[config.mk]
export PLATFORM = sky130hd
export DESIGN_NAME = chain_scheduler
export DESIGN_NICKNAME = d
export VERILOG_FILES = /design/src/rtl/lebug_pkg.sv /design/src/rtl/vector_fifo.sv /design/src/rtl/chain_scheduler.sv
export SDC_FILE = /design/constraint.sdc
export NUM_CORES = 1
export LEC_CHECK = 0
export ABC_CLOCK_PERIOD_IN_PS = 10310
export BUFFER_PORTS_ARGS = -buffer_cell sky130_fd_sc_hd__buf_2
export CAP_MARGIN = 5
export CORE_UTILIZATION = 50
export DETAILED_ROUTE_END_ITERATION = 6
export PLACE_DENSITY = 0.69
export SLEW_MARGIN = 5
export SYNTH_ARGS = -nofsm -noshare
export SYNTH_HDL_FRONTEND = slang
export SYNTH_SLANG_ARGS = --single-unit
[constraint.sdc]
create_clock -name clk -period 10.31 [get_ports clk]
set_input_delay 1.5465 -clock clk [delete_from_list [all_inputs] [get_ports clk]]
set_output_delay 1.5465 -clock clk [all_outputs]
set_load 0.01 [all_outputs]
[src/rtl/lebug_pkg.sv]
// Shared types and constants for the chain scheduler slice.
package lebug_pkg;

  typedef enum logic [0:0] {
    IDLE  = 1'b0,
    ISSUE = 1'b1
  } state_t;

  // A chain count of zero would stall issue forever, so requests are raised to this floor.
  localparam logic [7:0] MIN_CHAINS = 8'd1;

  function automatic logic [7:0] clamp_chains(input logic [7:0] req, input logic [7:0] max_chains);
    logic [7:0] res;
    if (req < MIN_CHAINS) begin
      res = MIN_CHAINS;
    end else if (req > max_chains) begin
      res = max_chains;
    end else begin
      res = req;
    end
    return res;
  endfunction

endpackage

[src/rtl/vector_fifo.sv]
// Synchronous FIFO with full/empty/count; push when full and pop when empty are ignored.
module vector_fifo
  import lebug_pkg::*;
#(
  parameter int WIDTH = 34,
  parameter int DEPTH = 4
) (
  input  logic                     clk,
  input  logic                     rst_n,
  input  logic                     i_push,
  input  logic                     i_pop,
  input  logic [WIDTH-1:0]         i_data,
  output logic [WIDTH-1:0]         o_data,
  output logic                     o_full,
  output logic                     o_empty,
  output logic [$clog2(DEPTH):0]   o_count
);

  localparam int PW = $clog2(DEPTH);
  localparam logic [PW:0] FULL_CNT = (PW + 1)'(DEPTH);
  localparam logic [PW:0] ONE_CNT  = {{PW{1'b0}}, 1'b1};

  logic [WIDTH-1:0] r_mem [DEPTH];
  logic [PW-1:0]    r_wr_ptr;
  logic [PW-1:0]    r_rd_ptr;
  logic [PW:0]      r_count;
  logic             w_push;
  logic             w_pop;

  assign o_full  = (r_count == FULL_CNT);
  assign o_empty = (r_count == {(PW + 1){1'b0}});
  assign o_count = r_count;
  assign o_data  = r_mem[r_rd_ptr];
  assign w_push  = i_push & ~o_full;
  assign w_pop   = i_pop & ~o_empty;

  // Storage array; contents need no reset because count gates every read.
  always_ff @(posedge clk) begin
    if (w_push) begin
      r_mem[r_wr_ptr] <= i_data;
    end
  end

  // Pointers wrap naturally since DEPTH is a power of two.
  always_ff @(posedge clk or negedge rst_n) begin
    if (!rst_n) begin
      r_wr_ptr <= {PW{1'b0}};
      r_rd_ptr <= {PW{1'b0}};
      r_count  <= {(PW + 1){1'b0}};
    end else begin
      if (w_push) begin
        r_wr_ptr <= r_wr_ptr + 1'b1;
      end
      if (w_pop) begin
        r_rd_ptr <= r_rd_ptr + 1'b1;
      end
      case ({w_push, w_pop})
        2'b10:   r_count <= r_count + ONE_CNT;
        2'b01:   r_count <= r_count - ONE_CNT;
        default: r_count <= r_count;
      endcase
    end
  end

endmodule

[src/rtl/chain_scheduler.sv]
// Buffers input vectors and re-issues each one once per active firmware chain, tagged by chain id.
module chain_scheduler
  import lebug_pkg::*;
#(
  parameter int N                  = 8,
  parameter int DATA_WIDTH         = 32,
  parameter int MAX_CHAINS         = 4,
  parameter int PERSONAL_CONFIG_ID = 0,
  parameter int FIFO_DEPTH         = 4
) (
  input  logic                            clk,
  input  logic                            rst_n,
  input  logic                            tracing,
  input  logic                            valid_in,
  input  logic                            eof_in,
  input  logic                            bof_in,
  input  logic [N*DATA_WIDTH-1:0]         vector_in,
  output logic                            ready_out,
  input  logic [7:0]                      configId,
  input  logic [7:0]                      configData,
  output logic [N*DATA_WIDTH-1:0]         vector_out,
  output logic [$clog2(MAX_CHAINS)-1:0]   chainId_out,
  output logic                            valid_out,
  output logic                            eof_out,
  output logic                            bof_out,
  output logic                            overflow
);

  localparam int VW = N * DATA_WIDTH;
  localparam int EW = VW + 2;
  localparam int CW = $clog2(MAX_CHAINS);
  localparam int KW = CW + 1;
  localparam int QW = $clog2(FIFO_DEPTH) + 1;
  localparam logic [7:0]    MAX_C8 = 8'(MAX_CHAINS);
  localparam logic [KW-1:0] K_ONE  = {{(KW-1){1'b0}}, 1'b1};
  localparam logic [CW-1:0] C_ONE  = {{(CW-1){1'b0}}, 1'b1};
  localparam logic [QW-1:0] Q_ONE  = {{(QW-1){1'b0}}, 1'b1};

  logic [EW-1:0] w_head;
  logic [QW-1:0] w_count;
  logic          w_full, w_empty, w_push, w_pop;
  state_t        r_state, w_state_nxt;
  logic [CW-1:0] r_cnt, w_cnt_nxt;
  logic [KW-1:0] r_active, r_pending, w_eff;
  logic          w_issue, w_load_active, w_more;
  logic [VW-1:0] r_vector;
  logic [CW-1:0] r_chain;
  logic          r_valid, r_eof, r_bof, r_overflow;

  assign ready_out = ~w_full;
  assign w_push    = valid_in & ~w_full;
  assign w_more    = (w_count > Q_ONE) | w_push;

  vector_fifo #(.WIDTH(EW), .DEPTH(FIFO_DEPTH)) u_fifo (
    .clk     (clk),
    .rst_n   (rst_n),
    .i_push  (w_push),
    .i_pop   (w_pop),
    .i_data  ({eof_in, bof_in, vector_in}),
    .o_data  (w_head),
    .o_full  (w_full),
    .o_empty (w_empty),
    .o_count (w_count)
  );

  // Next state/counter; IDLE issues the first beat itself so acceptance-to-output stays at two cycles.
  always_comb begin
    w_state_nxt   = r_state;
    w_cnt_nxt     = r_cnt;
    w_issue       = 1'b0;
    w_pop         = 1'b0;
    w_load_active = 1'b0;
    w_eff         = r_active;
    case (r_state)
      IDLE: begin
        w_eff         = r_pending;
        w_load_active = 1'b1;
        w_cnt_nxt     = {CW{1'b0}};
        w_issue       = ~w_empty & tracing;
      end
      ISSUE: begin
        w_issue = ~w_empty & tracing;
      end
      default: begin
        w_state_nxt = IDLE;
      end
    endcase
    if (w_issue) begin
      if ({1'b0, r_cnt} == (w_eff - K_ONE)) begin
        w_pop         = 1'b1;
        w_load_active = 1'b1;
        w_cnt_nxt     = {CW{1'b0}};
        w_state_nxt   = w_more ? ISSUE : IDLE;
      end else begin
        w_cnt_nxt   = r_cnt + C_ONE;
        w_state_nxt = ISSUE;
      end
    end else begin
      w_pop = 1'b0;
    end
  end

  // Control state, chain counts and the sticky overflow flag.
  always_ff @(posedge clk or negedge rst_n) begin
    if (!rst_n) begin
      r_state    <= IDLE;
      r_cnt      <= {CW{1'b0}};
      r_active   <= K_ONE;
      r_pending  <= K_ONE;
      r_overflow <= 1'b0;
    end else begin
      r_state <= w_state_nxt;
      r_cnt   <= w_cnt_nxt;
      if (configId == 8'(PERSONAL_CONFIG_ID)) begin
        r_pending <= KW'(clamp_chains(configData, MAX_C8));
      end
      if (w_load_active) begin
        r_active <= r_pending;
      end
      if (valid_in && w_full) begin
        r_overflow <= 1'b1;
      end
    end
  end

  // Output register; payload holds while no beat is issued.
  always_ff @(posedge clk or negedge rst_n) begin
    if (!rst_n) begin
      r_valid  <= 1'b0;
      r_eof    <= 1'b0;
      r_bof    <= 1'b0;
      r_chain  <= {CW{1'b0}};
      r_vector <= {VW{1'b0}};
    end else if (w_issue) begin
      r_valid  <= 1'b1;
      r_eof    <= w_head[VW+1];
      r_bof    <= w_head[VW];
      r_chain  <= r_cnt;
      r_vector <= w_head[VW-1:0];
    end else begin
      r_valid <= 1'b0;
    end
  end

  assign valid_out   = r_valid;
  assign eof_out     = r_eof;
  assign bof_out     = r_bof;
  assign chainId_out = r_chain;
  assign vector_out  = r_vector;
  assign overflow    = r_overflow;

endmodule

==> results.cfg <==
[layout]
fillers = 7014
fin_cells = 4523
fin_nets = 3417
final_layout_size_suffix_gt1_share_pct = 32.10
area_growth_pct = 17.54

[setup_path]
slowest_stage = buf_4
crit_end = vector_out[32]$_DFFE_PN0N_
cp-start-kind = flop
rr_startpoint = u_fifo.o_count[0]$_DFFE_PN0P_
r2r-end = vector_out[32]$_DFFE_PN0N_
cp_max_fo = 133
worstPathCellList = inv_1 > ha_1 > nand2b_1 > nand2_4 > inv_8 > buf_4 > buf_4 > nand2_1 > nand2_1
crit_start = u_fifo.o_count[0]$_DFFE_PN0P_
worst_setup_path_end_kind = flop
cp_data_required_time_ns = 10.96
crit_arrival_ns = 4.74
rrSetupSlack_ns = 6.22
critPathMaxStageDelay_ns = 0.83
ff2ff_path_depth = 9
crit_type = flop to flop

[place]
port_buffers = 540
dp.cells = 4258
gp_congestion = 0.8109
dp_slack_ns = 5.465
dp_hpwl_mm = 59.65

[sta]
fin_crit_sh_pct = 39.63
finalClockSkew_ns = 0.02420
grt_setup_unrepaired = no
hold_violations = 0
tightest_slew_ns = 1.072
slew-limit-headroom_pct = 28.51
finalCriticalPeriod_ns = 4.086
maxSlewViolCount = 0
worst_slack_ns = 6.224
tns_ns = 0
finalSetupViolCount = 0
fmax_mhz = 244.7

[synthesis]
synth.area.mux_share_pct = 12.30
synthArstFlopShare_pct = 21.22
netlist.area_leader.share_pct = 64.70
synth_top_cell_by_area = edfxtp_1
synthAdderAreaFrac_pct = 0.2612
yosys_warnings = 0
synth_nets = 2832
synth_edf_count = 1032
ys_types = 42
syn_area_um2 = 47900
synth_area_leaders = edfxtp_1, dfrtp_1, mux4_2
synth_xor_area_share_pct = 0.2194
synthFlopType = edfxtp_1
ys_seq_area_share_pct = 79.23
synth_top_family_by_area = multiplexers
synth_compound_area_share_pct = 0.2194
avgSynthCellArea_um2 = 18.83
synth_cells = 2544
synth_seq_cells = 1310
synthSimpleGateAreaFrac_pct = 6.481

[power]
pwr-share-seq_pct = 46.5
p_clk_share_pct = 28.2
swShare_pct = 29.87
vdd_drop_max_mv = 0.1929
powerDensity_nw_per_um2 = 295.2
power_mw = 16.62
p_comb_share_pct = 25.3
p_int_mw = 11.65
p_sw_mw = 4.964
leakagePower_nw = 21.56

[clock_network]
cts_sinks = 1310
htree_levels = 4
cts_made_buffers = 134
cts_tree = built
post-cts-setup-buffers = 0
clockBufferDepth = 3
cts-root-buf = clkbuf_16
ctsHoldBuffers = 0
cts_resized = 0
path_clk_slew_ns = 0.06
insertion_delay_ns = 0.72

[global_route]
grt_overflow = 0
grt_pass1_wl_mm = 155.9
grt_max_degree = 134
grt_antenna_before_repair = 36
grtUsageTotal_pct = 21.40
grt_pass1_vias = 25420

[routing]
remaining_drc_errors = 0
via_per_inst = 5.429
dr.pass1.iters = 5
vias = 24560
ant_nets = 0
wl_per_cell_um = 22.78
drt_iter0_drc = 1737
routed_wl_mm = 103.0

[job]
drv_cap = 0

[floorplan]
initial_core_util_pct = 50.41
num_rows = 113
core-area_um2 = 95010
io_pins = 541
die_area_um2 = 97040
die_w_um = 311.5
die_h_um = 311.5

[worst_hold_path]
min_path_type = flop to flop
hold_start = vector_out[61]$_DFFE_PN0N_

[status]
status = completed
==> synth_stat cells (2+ instances only) <==
library cell,n
dfrtp_1,276
xor2_1,3
dfstp_2,2
a21oi_1,3
inv_1,7
mux4_2,258
nand3_1,3
buf_1,24
mux2_1,2
edfxtp_1,1032
and3_1,4
nand2_1,788
o21ai_0,4
xnor2_1,4
buf_6,2
buf_2,32
clkbuf_1,33
buf_4,26
nor2_1,4
o31ai_1,2
mux2i_1,2
nor4_1,4
ha_1,10
==> worst max-delay path, delay by kind of cell (launching register included) <==
family,cells,cell delay (ns)
adders and majority gates,1,0.24
and+or+nand+nor,4,0.74
buffers and inverters,4,2.35
DFF,1,0.42
==> kinds of logic after synthesis <==
group	Yosys count
xor+xnor	9
simple gates	812
flops	1310
compound gates	14
mux	264
fa+ha+maj	10
buf+inv	125
==> stage by stage <==
| step | instance area (um^2) | hold WS [ns] | utilization (%) |
|---|---|---|---|
| after floorplan | 47900 | 0.4579 | - |
| after global placement | 51930 | 0.4528 | 54.66 |
| after detailed placement | 51930 | 0.4571 | 54.66 |
| after CTS | 56260 | 0.4715 | 59.21 |
| after global routing | 56270 | 0.4780 | 59.23 |
| final | 56300 | 0.4634 | 59.26 |
==> layout by cell type (no fill, tap or decap), drive strengths merged, types with 6 or more instances in the layout <==
cell / Yosys / layout
edfxtp: 1032 / 1032
nand2: 788 / 788
buf: 84 / 566
dfrtp: 276 / 276
mux4: 258 / 258
clkbuf: 33 / 184
clkinv: 0 / 49
diode: 0 / 18
inv: 8 / 12
ha: 10 / 10
bufinv: 0 / 6
==> registers in the layout, indices dropped and copies added (netlist names), 2 cells and up <==
register         count
u_fifo.r_wr_ptr      2
r_active             3
u_fifo.r_rd_ptr      2
r_cnt                2
u_fifo.o_count       3
r_pending            3
vector_out         256
u_fifo.r_mem      1032
chainId_out          2
==> power groups by stage <==
stage               clock [mW]  sequential [mW]  combinational (mW)
finish                    4.69             7.73                4.20
detailed placement           0             7.83                4.29
CTS                       4.79             7.74                4.31
floorplan                    0             8.08                2.64
global route              4.99             7.85                4.58
global placement             0             7.75                4.24
==> layout make-up <==
class / count / area, um^2 / share of cell area, %
sequential: 1310 / 37960 / 67.42
multi-input combinational: 1109 / 9356 / 16.62
clock buffer: 184 / 3799 / 6.747
timing repair buffer: 566 / 2995 / 5.320
tap: 1265 / 1583 / 2.811
clock inverter: 63 / 528.0 / 0.9378
antenna: 18 / 45.04 / 0.08001
inverter: 8 / 37.54 / 0.06667
==> metal layers <==
layer	vias to the layer above	share of wire, %	global-route usage (%)
met5	-	0.27	0
met4	46	2.1	6.225
met3	188	7.9	6.289
met1	12780	40	28.73
li1	10790	-	-
met2	759	49	34.19
==> how the worst min path moves through the flow <==
stage                     depth (start not counted)  slack, ns                          to
after CTS                                         2       0.47  vector_out[23]$_DFFE_PN0N_
after floorplan                                   1       0.46     r_active[1]$_DFFE_PN0P_
after global routing                              2       0.48  vector_out[61]$_DFFE_PN0N_
final                                             2       0.46  vector_out[61]$_DFFE_PN0N_
after global placement                            2       0.45  vector_out[81]$_DFFE_PN0N_
after detailed placement                          2       0.46  vector_out[23]$_DFFE_PN0N_
Power figures use the tool's default switching activity.
